### config.mk
export PLATFORM = sky130hd
export DESIGN_NAME = dac_sigma_delta
export DESIGN_NICKNAME = d
export VERILOG_FILES = /design/src/rtl/dac_sigma_delta.sv
export SDC_FILE = /design/constraint.sdc
export NUM_CORES = 1
export LEC_CHECK = 0
export ABC_CLOCK_PERIOD_IN_PS = 14250
export CAP_MARGIN = 0
export CORE_MARGIN = 2
export CORE_UTILIZATION = 30
export DETAILED_ROUTE_END_ITERATION = 8
export DONT_BUFFER_PORTS = 1
export PLACE_DENSITY_LB_ADDON = 0.05
export SLEW_MARGIN = 5
export SYNTH_ARGS = -nofsm -noshare
export SYNTH_HDL_FRONTEND = slang
export SYNTH_SLANG_ARGS = --single-unit
export TNS_END_PERCENT = 100
### constraint.sdc
create_clock -name clk -period 14.25 [get_ports clk]
set_input_delay 2.85 -clock clk [delete_from_list [all_inputs] [get_ports clk]]
set_output_delay 2.85 -clock clk [all_outputs]
set_load 0.03 [all_outputs]
### src/rtl/dac_sigma_delta.sv
// First-order sigma-delta DAC front end with valid/ready code intake and a settle flag; optional slew limiter under DAC_SLEW_LIMIT_EN.
// Latency: handshake edge -> dac_code 1 cycle, dac_code -> dac_bit 1 cycle.
// Backpressure: din_ready low while OFF, while enable=0, or while dac_code is still moving toward target.
module dac_sigma_delta #(
    parameter int WIDTH         = 10,
    parameter int SETTLE_CYCLES = 64,
    parameter int SLEW_STEP     = 8
) (
    input  logic             clk,
    input  logic             rst_n,
    input  logic             enable,
    input  logic [WIDTH-1:0] din,
    input  logic             din_valid,
    output logic             din_ready,
    output logic [WIDTH-1:0] dac_code,
    output logic             dac_bit,
    output logic             settled,
    output logic             busy
);
    localparam int CW = $clog2(SETTLE_CYCLES + 1);

`ifdef DAC_SLEW_LIMIT_EN
    localparam logic [WIDTH-1:0] STEP_LIM = WIDTH'(SLEW_STEP);
`else
    // A full-scale step limit turns the slew path into a one-cycle jump; SLEW_STEP has no effect here.
    localparam logic [WIDTH-1:0] STEP_LIM = WIDTH'((2 ** WIDTH) - 1 + 0 * SLEW_STEP);
`endif

    typedef enum logic {
        ST_OFF = 1'b0,
        ST_RUN = 1'b1
    } state_t;

    state_t           state_q, state_d;
    logic [WIDTH-1:0] target_q, target_d;
    logic [WIDTH-1:0] code_q, code_d;
    logic [WIDTH-1:0] acc_q, acc_d;
    logic             bit_q, bit_d;
    logic [CW-1:0]    cnt_q, cnt_d;

    logic             run_act;
    logic             up;
    logic [WIDTH-1:0] diff;
    logic [WIDTH-1:0] step;
    logic [WIDTH:0]   sum;

    always_comb begin
        state_d   = enable ? ST_RUN : ST_OFF;
        run_act   = (state_q == ST_RUN) && enable;
        busy      = (target_q != code_q);
        din_ready = (state_q == ST_RUN) && enable && !busy;
        settled   = (state_q == ST_RUN) && !busy && (cnt_q == CW'(SETTLE_CYCLES));

        target_d = (din_valid && din_ready) ? din : target_q;

        up   = (target_q >= code_q);
        diff = up ? (target_q - code_q) : (code_q - target_q);
        step = (diff > STEP_LIM) ? STEP_LIM : diff;

        code_d = code_q;
        if (run_act) begin
            code_d = up ? (code_q + step) : (code_q - step);
        end

        // Carry out of the accumulator is the output bit; wrap is intentional.
        sum   = {1'b0, acc_q} + {1'b0, code_q};
        acc_d = acc_q;
        bit_d = bit_q;
        cnt_d = cnt_q;
        if (!enable) begin
            acc_d = '0;
            bit_d = 1'b0;
            cnt_d = '0;
        end else if (run_act) begin
            acc_d = sum[WIDTH-1:0];
            bit_d = sum[WIDTH];
            if (code_d != code_q) begin
                cnt_d = '0;
            end else if (cnt_q != CW'(SETTLE_CYCLES)) begin
                cnt_d = cnt_q + CW'(1);
            end
        end
    end

    always_ff @(posedge clk or negedge rst_n) begin
        if (!rst_n) begin
            state_q  <= ST_OFF;
            target_q <= '0;
            code_q   <= '0;
            acc_q    <= '0;
            bit_q    <= 1'b0;
            cnt_q    <= '0;
        end else begin
            state_q  <= state_d;
            target_q <= target_d;
            code_q   <= code_d;
            acc_q    <= acc_d;
            bit_q    <= bit_d;
            cnt_q    <= cnt_d;
        end
    end

    assign dac_code = code_q;
    assign dac_bit  = bit_q;

endmodule

* Yosys cells after proc, flatten, opt, wreduce, memory -nomap -nowiden
Cells that the tools add are included.
** Word-level totals
- Output and inout bits :: 14
- Bits in registers :: 39
- Logic and storage cells :: 40
** Cells by class
- Mux-type cells :: 13
- Reduce and logical (&&, ||, !) cells :: 7
- Add/subtract/negate cells :: 6
- Equal/unequal tests :: 6
- Order comparisons :: 2
** Operator list (number)
- $mux W10 :: 6
- $sub A10 B10 Y10 :: 3
- $mux W7 :: 4
- $ne A10 B10 Y1 :: 2
- $add A10 B10 Y11 :: 1
- $add A10 B10 Y10 :: 1
- $ge A10 B10 Y1 :: 1
- $gt A10 B10 Y1 const B :: 1
- $add A7 B1 Y7 const B :: 1
- $eq A7 B7 Y1 const B :: 1
- $ne A7 B7 Y1 const B :: 1
- $logic_and A1 B1 Y1 :: 5
- $mux W1 :: 3
- $ne A3 B1 Y1 const B :: 1
- $ne A2 B1 Y1 const B :: 1
- $reduce_and A2 Y1 :: 1
- $logic_not A1 Y1 :: 1

* Logic depth before layout (Yosys ltp)
- Depth after elaboration :: 11
- Depth in mapped cells :: 27

* Worst setup path before layout
No wires, ideal clock.
- Kind :: input to output
- Start point :: input enable
- End point :: output din_ready
- Data required time :: 11.400 ns
- Setup slack :: 7.558 ns
- Data arrival time :: 3.842 ns
- Cell stages on the path :: 4
- Cell sequence :: clkbuf_1 nand2_1 clkbuf_1 nor2_1
** On the way
- Word-level cells in the longest chain between the ends :: 2
** Ends and longest elaborated chain
- start, declared :: RTL line 11 : input logic enable,
- $logic_and A1 B1 Y1 (2 in series) :: RTL line 51 : din_ready = (state_q == ST_RUN) && enable && !busy;
- end, declared :: RTL line 14 : output logic din_ready,
No other way between the ends.

* Worst setup path in the final report
Same ends and word-level chain as after synthesis.

==> flow_metrics.py <==
metrics = {
    "run_status": {
        "outcome": "finished clean",
    },
    "critical_path": {
        "criticalPathCategory": "in2out",
        "start_kind": "primary input",
        "r2r_end": "cnt_q[4]$_DFFE_PN0P_",
        "cp_slowest_stage_delay_ns": 0.65,
        "worstRegToRegCells": 23,
        "critical_path.top_delay_family": "simple AND/OR/NAND/NOR gates",
        "crit_path_max_fanout": 25,
        "critPathArrivalTime_ns": 3.96,
        "cp.depth": 2,
        "path_buf_inv": 0,
        "crit_start": "enable",
        "slowest_stage": "nor2_1",
        "crit_path_end_kind": "primary output",
        "r2r-start": "dac_code[7]$_DFF_PN0_",
        "endpoint": "din_ready",
        "worstPathCellList": "nand2_1 > nor2_1",
        "r2r_setup_slack_ns": 7.59,
        "cp.required_ns": 11.40,
    },
    "worst_hold_path": {
        "hold_class": "reg2reg",
        "hp-start": "acc_q[7]$_DFFE_PN0P_",
        "holdPathStages": 2,
    },
    "run": {
        "drv_cap": 0,
    },
    "synthesis": {
        "async_flop_share_pct": 100,
        "synth_seq_cells": 39,
        "synthTopCellsByArea": "dfrtp_1 25%, ha_1 13%, xnor2_1 6.1%, mux2_2 3.8%, inv_1 3.3%",
        "ys.flop_type": "dfrtp_1",
        "synthTopCellsByCount": "41 x ha_1, 39 x dfrtp_1, 34 x inv_1, 33 x nand2_1, 27 x xnor2_1",
        "syn_area_um2": 3900,
        "synth.yosys.seq_area_share_pct": 25.0,
        "syn_area_per_cell_um2": 9.12,
        "post-synth-top-area-cell": "dfrtp_1",
        "syn_nets": 487,
        "syn_inst": 428,
        "synth_top_area_share_pct": 25.0,
        "synth_top_family_by_area": "compound AO/OA/AOI/OAI gates",
        "synth-simple-area-share_pct": 15.6,
        "yosysMostFrequentCell": "ha_1",
        "synth_edf_count": 0,
        "synth-compound-area-share_pct": 20.8,
        "synthAdderAreaFrac_pct": 15.2,
        "yosys_warnings": 0,
        "synth_cell_types": 70,
        "synthXorXnorAreaFrac_pct": 11.3,
        "synthMuxAreaShare_pct": 5.55,
    },
    "cells_and_area": {
        "syn2layout_area_growth_pct": 6.73,
        "nFillCells": 1340,
        "fin_nets": 477,
        "antenna_cells": 0,
        "regArea_um2": 976,
        "drive_gt1_share_pct": 11.2,
        "multi_input_area_um2": 2670,
    },
    "timing": {
        "fin_crit_sh_pct": 47.8,
        "tns_ns": 0,
        "max_freq_mhz": 147,
        "setup-violations-final": 0,
        "worstMarginPinSlew_ns": 0.902,
        "rsz0062_at_grt": "no",
        "timing.slew.headroom_pct": 39.4,
        "hold_viol": 0,
        "min_period_ns": 6.81,
        "final_max_slew_viol_count": 0,
        "fin_skew_ns": 0.00917,
    },
    "floorplan": {
        "die_x_um": 118,
        "core_um2": 12700,
        "num_rows": 41,
        "die_area_um2": 13900,
        "chipHeight_um": 118,
        "io_pins": 28,
        "start_util_pct": 30.8,
    },
    "clock_network": {
        "clk_pin_slew_ns": 0.06,
        "h-tree-depth": 2,
        "cts_max_path_buffers": 2,
        "ctsResizeCount": 0,
        "clock_latency_ns": 0.29,
        "cts_post_setup_buffers_inserted": 0,
        "cts_tree": "built",
        "hold_buffers": 0,
        "cts_inserted_buffers": 5,
        "cts.sinks": 39,
        "cts_root_buf": "clkbuf_16",
    },
    "placement": {
        "port_buffers": 0,
        "place_congestion": 0.786,
        "hpwl_mm": 7.36,
    },
    "global_routing": {
        "gr-total-overflow": 0,
        "track_usage_pct": 14.8,
        "antenna_found_initial": 0,
        "grt_max_degree": 40,
        "grt_pass1_vias": 2985,
        "grt_pass1_wl_mm": 16.3,
    },
    "drt": {
        "wl_per_cell_um": 16.1,
        "drtIter0Drc": 160,
        "wl_met3_um": 403,
        "drtPass1Iterations": 4,
        "wl_mm": 9.49,
        "drc": 0,
        "antenna_left": 0,
        "vias": 2903,
        "wl_met2_mm": 4.17,
        "routed_via_density": 4.91,
        "drt-met1-wl_mm": 4.81,
        "dr.max_layer_used": "met4",
    },
}
## layout make-up
type                            count  area share [%]
Tap cell                          172            5.17
Multi-Input combinational cell    335            64.1
Timing Repair Buffer                2           0.361
Sequential cell                    39            23.4
Clock buffer                        8            3.76
Inverter                           35            3.16
## metal layers
metal | GRT usage [%] | up-vias
met5 | 0 | -
met4 | 3.84 | 0
met3 | 3.97 | 7
met2 | 22.7 | 42
met1 | 20.4 | 1367
li1 | - | 1487
## how the worst min path moves through the flow
stage	endpoint	slack (ns)
final	acc_q[7]$_DFFE_PN0P_	0.49
after global routing	acc_q[5]$_DFFE_PN0P_	0.52
after CTS	acc_q[7]$_DFFE_PN0P_	0.49
after detailed placement	acc_q[7]$_DFFE_PN0P_	0.48
after global placement	acc_q[7]$_DFFE_PN0P_	0.47
after floorplan	acc_q[5]$_DFFE_PN0P_	0.45
## cells by family after synthesis
kind of cell    after synthesis
simple gates                115
flops                        39
xor+xnor                     45
compound gates              110
fa+ha+maj                    45
buf+inv                      54
mux                          20
## cell usage in the layout, fill, tap and decap left out, types with 10 or more instances in the layout
cell type / instances
a21oi_1: 21
dfrtp_1: 39
ha_1: 41
inv_1: 34
mux2_2: 13
nand2_1: 33
nor2_1: 22
nor2b_1: 10
o21ai_0: 25
xnor2_1: 27
xor2_1: 14
## registers in the layout, indices dropped and copies added (netlist names)
signal and cells:
acc_q 10, dac_code 10, target_q 10, cnt_q 7, dac_bit 1, state_q 1
## stage by stage
step	std cells	utilization [%]	instance area, um2	setup slack, ns	hold WS (ns)
6_report	591	32.9	4160	7.44	0.487
2_1_floorplan	428	-	3900	7.56	0.454
4_1_cts	591	32.9	4160	7.40	0.490
5_1_grt	591	32.9	4160	6.98	0.523
3_5_place_dp	583	31.6	4010	7.41	0.477
3_3_place_gp	583	31.6	4010	7.43	0.469
## worst register-to-register path: stages (launching register included)
cell and delay, ns:
dfrtp_1 0.70, inv_1 0.10, ha_1 0.57, nand4_4 0.17
or4_4 0.69, o2111ai_2 0.12, buf_4 0.30, mux2i_1 0.23
ha_1 0.21, nand3_1 0.13, nor2_1 0.13, xor2_1 0.14
o21ai_0 0.12, xnor2_1 0.16, ha_1 0.47, o21ai_0 0.14
o21bai_1 0.28, a21boi_1 0.12, o31ai_1 0.36, xnor3_1 0.27
or4_1 0.56, clkinv_1 0.16, nand4_2 0.15, o31ai_1 0.26
Power is not shown: default switching activity piles up to over one toggle a cycle in this logic, so the estimate is an artifact.
